## src/rtl/fetch_prefetch_unit.sv

```systemverilog
// Fetch stage: credit-limited sequential fetch into an in-order prefetch queue.
// Optional FETCH_PERF_CNT_EN adds flush/drop performance counters.
module fetch_prefetch_unit #(
  parameter int WORD_SIZE   = 32,
  parameter int QUEUE_DEPTH = 4,
  parameter logic [WORD_SIZE-1:0] RESET_PC = '0,
  parameter int PC_STEP     = 4
) (
  input  logic                 clock,
  input  logic                 reset,
  input  logic                 jmp_ctrl_signal,
  input  logic [WORD_SIZE-1:0] jump_address,
  output logic                 mem_req_valid,
  input  logic                 mem_req_ready,
  output logic [WORD_SIZE-1:0] mem_req_addr,
  input  logic                 mem_rsp_valid,
  input  logic [WORD_SIZE-1:0] mem_rsp_data,
  output logic                 inst_valid,
  input  logic                 inst_ready,
  output logic [WORD_SIZE-1:0] instruction_out,
  output logic [WORD_SIZE-1:0] inst_pc
`ifdef FETCH_PERF_CNT_EN
  ,
  output logic [31:0]          perf_flush_count,
  output logic [31:0]          perf_drop_count
`endif
);

  localparam int CW = $clog2(QUEUE_DEPTH + 1);
  localparam int AW = $clog2(QUEUE_DEPTH);
  localparam logic [WORD_SIZE-1:0] STEP = WORD_SIZE'(PC_STEP);
  localparam logic [CW:0] DEPTH = (CW+1)'(QUEUE_DEPTH);

  logic [WORD_SIZE-1:0] ins_q [QUEUE_DEPTH];
  logic [WORD_SIZE-1:0] pcs_q [QUEUE_DEPTH];

  logic [WORD_SIZE-1:0] pc_q, pc_d;
  logic [WORD_SIZE-1:0] rsp_pc_q, rsp_pc_d;
  logic [AW-1:0]        rd_q, rd_d;
  logic [AW-1:0]        wr_q, wr_d;
  logic [CW-1:0]        count_q, count_d;
  logic [CW-1:0]        outst_q, outst_d;
  logic [CW-1:0]        drop_q, drop_d;
  logic [CW-1:0]        outst_rsp;

  logic credit_ok;
  logic req_fire;
  logic rsp_drop;
  logic push;
  logic pop;
  logic empty;

  always_comb begin
    credit_ok = ({1'b0, count_q} + {1'b0, outst_q}) < DEPTH;
    mem_req_valid = !reset && !jmp_ctrl_signal && credit_ok;
    mem_req_addr = pc_q;
    req_fire = mem_req_valid && mem_req_ready;
    rsp_drop = mem_rsp_valid &&
               ((drop_q != '0) || jmp_ctrl_signal);
    push = mem_rsp_valid && !rsp_drop;
    empty = (count_q == '0);
    inst_valid = !empty && !jmp_ctrl_signal;
    pop = inst_valid && inst_ready;
    instruction_out = empty ? '0 : ins_q[rd_q];
    inst_pc = empty ? '0 : pcs_q[rd_q];
  end

  always_comb begin
    pc_d = pc_q;
    rsp_pc_d = rsp_pc_q;
    rd_d = rd_q;
    wr_d = wr_q;
    drop_d = drop_q;
    // A response with nothing tracked belongs to a pre-reset request.
    outst_rsp = outst_q;
    if (mem_rsp_valid && (outst_q != '0))
      outst_rsp = outst_q - CW'(1);
    outst_d = outst_rsp + CW'(req_fire);
    count_d = count_q + CW'(push) - CW'(pop);
    if (req_fire)
      pc_d = pc_q + STEP;
    if (push) begin
      rsp_pc_d = rsp_pc_q + STEP;
      wr_d = wr_q + AW'(1);
    end
    if (pop)
      rd_d = rd_q + AW'(1);
    if (mem_rsp_valid && (drop_q != '0))
      drop_d = drop_q - CW'(1);
    if (jmp_ctrl_signal) begin
      pc_d = jump_address;
      rsp_pc_d = jump_address;
      rd_d = '0;
      wr_d = '0;
      count_d = '0;
      drop_d = outst_rsp;
    end
  end

  always_ff @(posedge clock or posedge reset) begin
    if (reset) begin
      pc_q <= RESET_PC;
      rsp_pc_q <= RESET_PC;
      rd_q <= '0;
      wr_q <= '0;
      count_q <= '0;
      outst_q <= '0;
      drop_q <= '0;
    end else begin
      pc_q <= pc_d;
      rsp_pc_q <= rsp_pc_d;
      rd_q <= rd_d;
      wr_q <= wr_d;
      count_q <= count_d;
      outst_q <= outst_d;
      drop_q <= drop_d;
    end
  end

  always_ff @(posedge clock) begin
    if (push) begin
      ins_q[wr_q] <= mem_rsp_data;
      pcs_q[wr_q] <= rsp_pc_q;
    end
  end

`ifdef FETCH_PERF_CNT_EN
  logic [31:0] flush_q;
  logic [31:0] dropc_q;

  always_ff @(posedge clock or posedge reset) begin
    if (reset) begin
      flush_q <= '0;
      dropc_q <= '0;
    end else begin
      if (jmp_ctrl_signal && (flush_q != '1))
        flush_q <= flush_q + 32'd1;
      if (rsp_drop && (dropc_q != '1))
        dropc_q <= dropc_q + 32'd1;
    end
  end

  assign perf_flush_count = flush_q;
  assign perf_drop_count = dropc_q;
`endif

endmodule

```

## config.mk

```make
export PLATFORM = sky130hd
export DESIGN_NAME = fetch_prefetch_unit
export DESIGN_NICKNAME = d
export VERILOG_FILES = /design/src/rtl/fetch_prefetch_unit.sv
export SDC_FILE = /design/constraint.sdc
export NUM_CORES = 1
export LEC_CHECK = 0
export ABC_AREA = 1
export BUFFER_PORTS_ARGS = -buffer_cell sky130_fd_sc_hd__buf_2
export CAP_MARGIN = 10
export CORE_ASPECT_RATIO = 0.9
export CORE_MARGIN = 10
export CORE_UTILIZATION = 30
export CTS_BUF_LIST = sky130_fd_sc_hd__clkbuf_16
export DETAILED_ROUTE_END_ITERATION = 10
export GPL_ROUTABILITY_DRIVEN = 1
export SYNTH_ARGS = -nofsm -noshare
export SYNTH_HDL_FRONTEND = slang
export SYNTH_SLANG_ARGS = --single-unit
```

## constraint.sdc

```tcl
create_clock -name clock -period 5.1 [get_ports clock]
set_input_delay 0.255 -clock clock [delete_from_list [all_inputs] [get_ports clock]]
set_output_delay 0.255 -clock clock [all_outputs]
set_load 0.02 [all_outputs]
```

==> impl_metrics.json, run 1 <==
{
  "drc": 0,
  "mostFrequentLayoutCell": "nor2_1",
  "cp_top_family": "buffers and inverters",
  "dieArea_sq_um": 59700,
  "skew_ps": 16.3,
  "totalWireLength_um": 41900,
  "port_buffers": 167,
  "setup_viol": 0,
  "clkSinkCount": 333,
  "synth_top_flop_cell": "edfxtp_1",
  "crit_path_max_fanout": 80,
  "ctsResizeCount": 0,
  "clock.fmax_ghz": 0.272,
  "p_total_mw": 8.69,
  "final_core_util": 0.368,
  "cts_max_path_buffers": 3,
  "synth_cells": 1541,
  "max_stage_delay_ps": 880,
  "cp_data_required_time_ps": 4850,
  "synth-seq-area-share": 0.636,
  "min_to": "mem_req_addr[17]",
  "hold_viol_final": 0,
  "cts_tree": "built",
  "grt.met2_usage": 0.211,
  "r2r_start": "drop_q[0]",
  "layout_common_cells": "nor2_1, nand2_1, edfxtp_1",
  "hold_depth": 3,
  "die_y_um": 233,
  "rsz0062_at_grt": "false",
  "routed_via_density": 4.74,
  "end_kind": "output pin",
  "die_w_um": 257,
  "ys_top_cells_by_area": "edfxtp_1, dfrtp_1, nor2_1, nand2_1, o21ai_0",
  "wl_per_cell_um": 17.2,
  "grt_max_degree": 81,
  "cts_buffers": 36,
  "row_count": 77,
  "vias": 11508,
  "final_layout_size_suffix_gt1_frac": 0.162,
  "overflow": 0,
  "synth_area_sq_um": 15100,
  "setup_ws_ps": 1420,
  "holdCritPathClass": "in2reg",
  "postRouteAntennaNets": 0,
  "syn_avg_cell_area_sq_um": 9.80,
  "grt_pass1_vias": 11264,
  "reg2regPathDepth": 7,
  "io_pins": 168,
  "worst_setup_path_start_kind": "flop",
  "met1_usage": 0.192,
  "grt_util_all_layers": 0.137,
  "antenna_found_initial": 1,
  "reg2reg_slack_ps": 2430,
  "h-tree-depth": 2,
  "yosys_warnings": 0,
  "grt_pass1_wl_um": 65000,
  "ys_async_sr_fraction": 0.231,
  "synth-edff-count": 256,
  "hp-start": "jump_address[17]",
  "clk_latency_ps": 530,
  "path_class": "reg2out",
  "relSlewSlack": 0.341,
  "crit_arrival_ps": 3430,
  "syn-num-nets": 1628,
  "crit_buf_inv": 3,
  "fin_nets": 1814,
  "worst_pin_slew_ps": 989,
  "leakagePower_nw": 7.22,
  "clk_pin_slew_ps": 60,
  "fin_crit_ps": 3680,
  "fillCellCount": 4908,
  "max-cap-violations": 0,
  "status": "finished, final reports clean",
  "place_hpwl_um": 27200,
  "powerDensity_nw_per_um2": 477,
  "synth_top_area_frac": 0.509,
  "post-place-ws_ps": 1970,
  "regToRegEndpoint": "ins_q[0][21]",
  "setup_tns_ps": 0,
  "synth-seq-cells": 333,
  "gp_congestion": 0.871,
  "root_buffer": "clkbuf_16",
  "syn2layout_area_growth_pct": 20.5,
  "final_max_slew_viol_count": 0,
  "busiest_layer": "met2",
  "drt_pass1_iterations": 5,
  "ir_drop_uv": 206,
  "start_util": 0.306,
  "core_sq_um": 49400,
  "slowest_stage": "dfrtp_4",
  "drt_iter0_drc": 1026,
  "fin_crit_sh": 0.722,
  "synth_cell_types": 39,
  "synth_top_area_cell": "edfxtp_1",
  "met3_usage": 0.0312,
  "path_cells": "clkinv_2, buf_4, o21ai_0, a21oi_1, buf_2"
}
-- power by group --
part | total [mW] | internal (mW) | switching, mW
registers | 3.49 | 3.17 | 0.321
logic | 2.61 | 0.746 | 1.86
clock network | 2.59 | 1.49 | 1.09
-- metal layers --
layer  up-vias  wire, um
met4         0       714
met5         -         0
met2       450     18200
li1       5546         -
met3        52      3640
met1      5460     19300
-- worst reg2reg max path: cells and delay by family (launching register included) --
kind          cells  cell delay (ps)
buf+inv           2              450
flops             1              370
fa+ha+maj         1              150
simple gates      4             1350
-- registers in the layout, summed over array words and instances, names as in the netlist --
register / flops
rsp_pc_q: 32
outst_q: 3
count_q: 3
ins_q: 128
rd_q: 2
mem_req_addr: 32
pcs_q: 128
wr_q: 2
drop_q: 3
-- synthesized netlist by cell type (2+ instances only) --
master,count
nor2_1,351
nand2_1,271
edfxtp_1,256
o21ai_0,145
inv_1,93
a21oi_1,84
dfrtp_1,77
nand3_1,60
clkbuf_1,26
buf_2,25
xor2_1,19
ha_1,16
buf_1,15
nand2_2,13
o21ai_1,13
o211ai_1,12
nand4_1,10
nor2_2,7
inv_2,6
nor2_4,6
nor3_1,6
xnor2_1,4
a31oi_1,3
o21bai_1,3
o221ai_1,3
and2_1,2
buf_4,2
nand3_2,2
-- through the flow --
stage,hold slack (ps),instances,cell area (sq um)
finish,24.1,2427,18200
global placement,377,2321,16600
global route,24.7,2426,18200
detailed placement,393,2321,16600
CTS,7.05,2426,18200
floorplan,354,1541,15100
-- cells by family (layout without fill, tap and decap cells) --
group	count (synthesis)	count (layout)	synth area share
flops	333	333	0.636
other cells	0	1	0
xor+xnor	23	23	0.0133
compound gates	266	266	0.0921
fa+ha+maj	17	17	0.0146
buf+inv	168	382	0.0444
simple gates	734	734	0.199
-- final cells by class --
cell class | instances | area [sq um] | share of cell area
multi-input combinational | 1040 | 4850 | 0.267
timing repair buffer | 217 | 1330 | 0.0732
clock inverter | 29 | 262 | 0.0144
tap | 671 | 840 | 0.0461
clock buffer | 37 | 926 | 0.0508
inverter | 99 | 373 | 0.0205
antenna | 1 | 2.50 | 0.000137
sequential | 333 | 9620 | 0.528
-- timing repair --
item,CTS,global route
hold endpoints to repair,163,0
setup buffers,0,0
hold buffers,39,0
-- worst max-delay path by stage --
| stage | cells after the start | slack (ps) | start | to |
|---|---|---|---|---|
| after CTS | 5 | 1370 | rd_q[0] | inst_pc[20] |
| after global routing | 5 | 1120 | rd_q[0] | inst_pc[20] |
| after detailed placement | 5 | 1970 | rd_q[0] | inst_pc[20] |
| after global placement | 5 | 2060 | rd_q[0] | inst_pc[16] |
| after floorplan | 6 | 960 | drop_q[0] | ins_q[0][0] |
| final | 5 | 1420 | rd_q[0] | inst_pc[20] |
No activity file was read; power rests on OpenSTA's default activity.
==> run 2: changes to the inputs <==
==> constraint.sdc (replaced) <==
create_clock -name clock -period 3.1 [get_ports clock]
set_input_delay 0.155 -clock clock [delete_from_list [all_inputs] [get_ports clock]]
set_output_delay 0.155 -clock clock [all_outputs]
set_load 0.02 [all_outputs]
==> run 2 against run 1 <==
  * Die area stayed put
  * Combinational power is 71% higher
  * Cell count is 1.2% higher
  * Flip-flop and latch count stayed put
  * Worst setup slack worse by 1100 ps
  * Non-clock buffer count is 35 higher
  * Routed wire length is 1.4% higher
  * Core utilization is 0.65 points higher
  * Sequential power is 62% higher
  * Worst hold slack worse by 1.1 ps
  * Highest routed layer is now met5
==> impl_metrics.json, run 2 (synthesis results as in run 1) <==
{
  "gp_congestion": 0.864,
  "cts.hold.buffers_added": 63,
  "dieArea_sq_um": 59700,
  "setup_tns_ps": 0,
  "clk_latency_ps": 540,
  "powerDensity_nw_per_um2": 770,
  "path_class": "reg2out",
  "crit_arrival_ps": 2660,
  "grt_util_all_layers": 0.140,
  "crit_cells": 6,
  "antenna_found_initial": 1,
  "crit_path_max_fanout": 59,
  "worst_pin_slew_ps": 903,
  "fin_crit_sh": 0.908,
  "relSlewSlack": 0.398,
  "syn2layout_area_growth_pct": 22.7,
  "place_hpwl_um": 27700,
  "die_w_um": 257,
  "setup_viol": 0,
  "layout.area.seq_sq_um": 9620,
  "ir_drop_uv": 519,
  "end_kind": "output pin",
  "cp_data_required_time_ps": 2940,
  "final_max_slew_viol_count": 0,
  "hold_depth": 4,
  "drc": 0,
  "totalWireLength_um": 42500,
  "vias": 11615,
  "wl_per_cell_um": 17.3,
  "grt_max_degree": 71,
  "multi_input_area_sq_um": 4850,
  "ctsResizeCount": 0,
  "cp_top_family": "flip-flops",
  "root_buffer": "clkbuf_16",
  "max_stage_delay_ps": 820,
  "slowest_stage": "dfrtp_2",
  "max-cap-violations": 0,
  "fin_crit_ps": 2820,
  "clkSinkCount": 333,
  "status": "finished, final reports clean",
  "hold_viol_final": 0,
  "crit_buf_inv": 3,
  "holdCritPathClass": "in2reg",
  "final_layout_size_suffix_gt1_frac": 0.161,
  "drt_pass1_iterations": 5,
  "clk_pin_slew_ps": 60,
  "cts_max_path_buffers": 3,
  "worst_setup_path_start_kind": "flop",
  "fillCellCount": 4856,
  "io_pins": 168,
  "postCtsSetupRepairBufs": 0,
  "postRouteAntennaNets": 0,
  "routed_via_density": 4.73,
  "fin_nets": 1850,
  "start_util": 0.306,
  "port_buffers": 167,
  "path_cells": "inv_2, buf_12, nor2_1, o21ai_0, a21oi_1, buf_2",
  "n_antenna_cell": 0,
  "largestRegisters": "ins_q x128, pcs_q x128",
  "reg2regPathDepth": 12,
  "place_area_sq_um": 16800,
  "rsz0062_at_grt": "false",
  "core_sq_um": 49400,
  "leakagePower_nw": 7.41,
  "cts_buffers": 37,
  "clock.fmax_ghz": 0.355,
  "row_count": 77,
  "grt_pass1_wl_um": 66500,
  "die_y_um": 233,
  "layout_common_cells": "nor2_1, nand2_1, edfxtp_1",
  "fin_area_sq_um": 18500,
  "mostFrequentLayoutCell": "nor2_1",
  "drt_iter0_drc": 1152,
  "final_core_util": 0.375,
  "grt_pass1_vias": 11431,
  "h-tree-depth": 2,
  "overflow": 0,
  "skew_ps": 13.0,
  "cts_tree": "built"
}
## run 2: cell count changes in the layout (fill, tap and decap cells not counted), moves of 2 or more
cell,change
inv_6,-2
clkinv_4,-2
clkinv_1,-5
buf_4,+7
dlygate4sd3_1,+24
clkinv_2,-2
buf_12,+4
inv_1,+9
clkinvlp_4,-2
## run 2: cell type report
| type | instances | share of cell area |
|---|---|---|
| Sequential cell | 333 | 0.519 |
| Multi-Input combinational cell | 1040 | 0.262 |
| Timing Repair Buffer | 252 | 0.0921 |
| Clock buffer | 38 | 0.0513 |
| Tap cell | 671 | 0.0453 |
| Inverter | 99 | 0.0201 |
| Clock inverter | 24 | 0.0102 |
## run 2: path summary, 6_finish.rpt
kind	from	end	slack [ps]
max	rd_q[1]	inst_pc[12]	280
min	jump_address[14]	mem_req_addr[14]	20
max reg2reg	drop_q[0]	count_q[2]	610
min reg2reg	mem_req_addr[1]	mem_req_addr[1]	480
max in group asynchronous	reset	mem_req_addr[3]	1880
min in group asynchronous	reset	count_q[0]	360
## run 2: stage by stage
step / hold WS [ps] / cells / worst slack [ps] / total power [mW]
6_report: 23.0 / 2457 / 284 / 14.3
3_3_place_gp: 370 / 2332 / 641 / 10.2
2_1_floorplan: 254 / 1541 / -1040 / 8.48
4_1_cts: 2.00 / 2457 / 230 / 14.5
5_1_grt: 39.9 / 2457 / 130 / 15.2
3_5_place_dp: 376 / 2332 / 607 / 10.2
## run 2: power by group
group	switching [mW]	total (mW)	internal [mW]
Combinational	3.17	4.47	1.30
Clock	1.75	4.14	2.39
Sequential	0.443	5.66	5.22
## run 2: layer usage
layer / routed length, um / global-route usage
met3: 3630 / 0.0339
met5: 13 / 0
met4: 757 / 0.0345
met2: 18100 / 0.210
met1: 19900 / 0.199
## run 2: worst register-to-register path: stages (launching register included)
cell	delay [ps]
dfrtp_1	380
inv_1	100
ha_1	160
nand2_1	100
nor2_4	190
nand2_2	240
ha_1	340
inv_1	60
ha_1	130
inv_1	50
fa_1	380
o21ai_0	170
a21oi_1	60
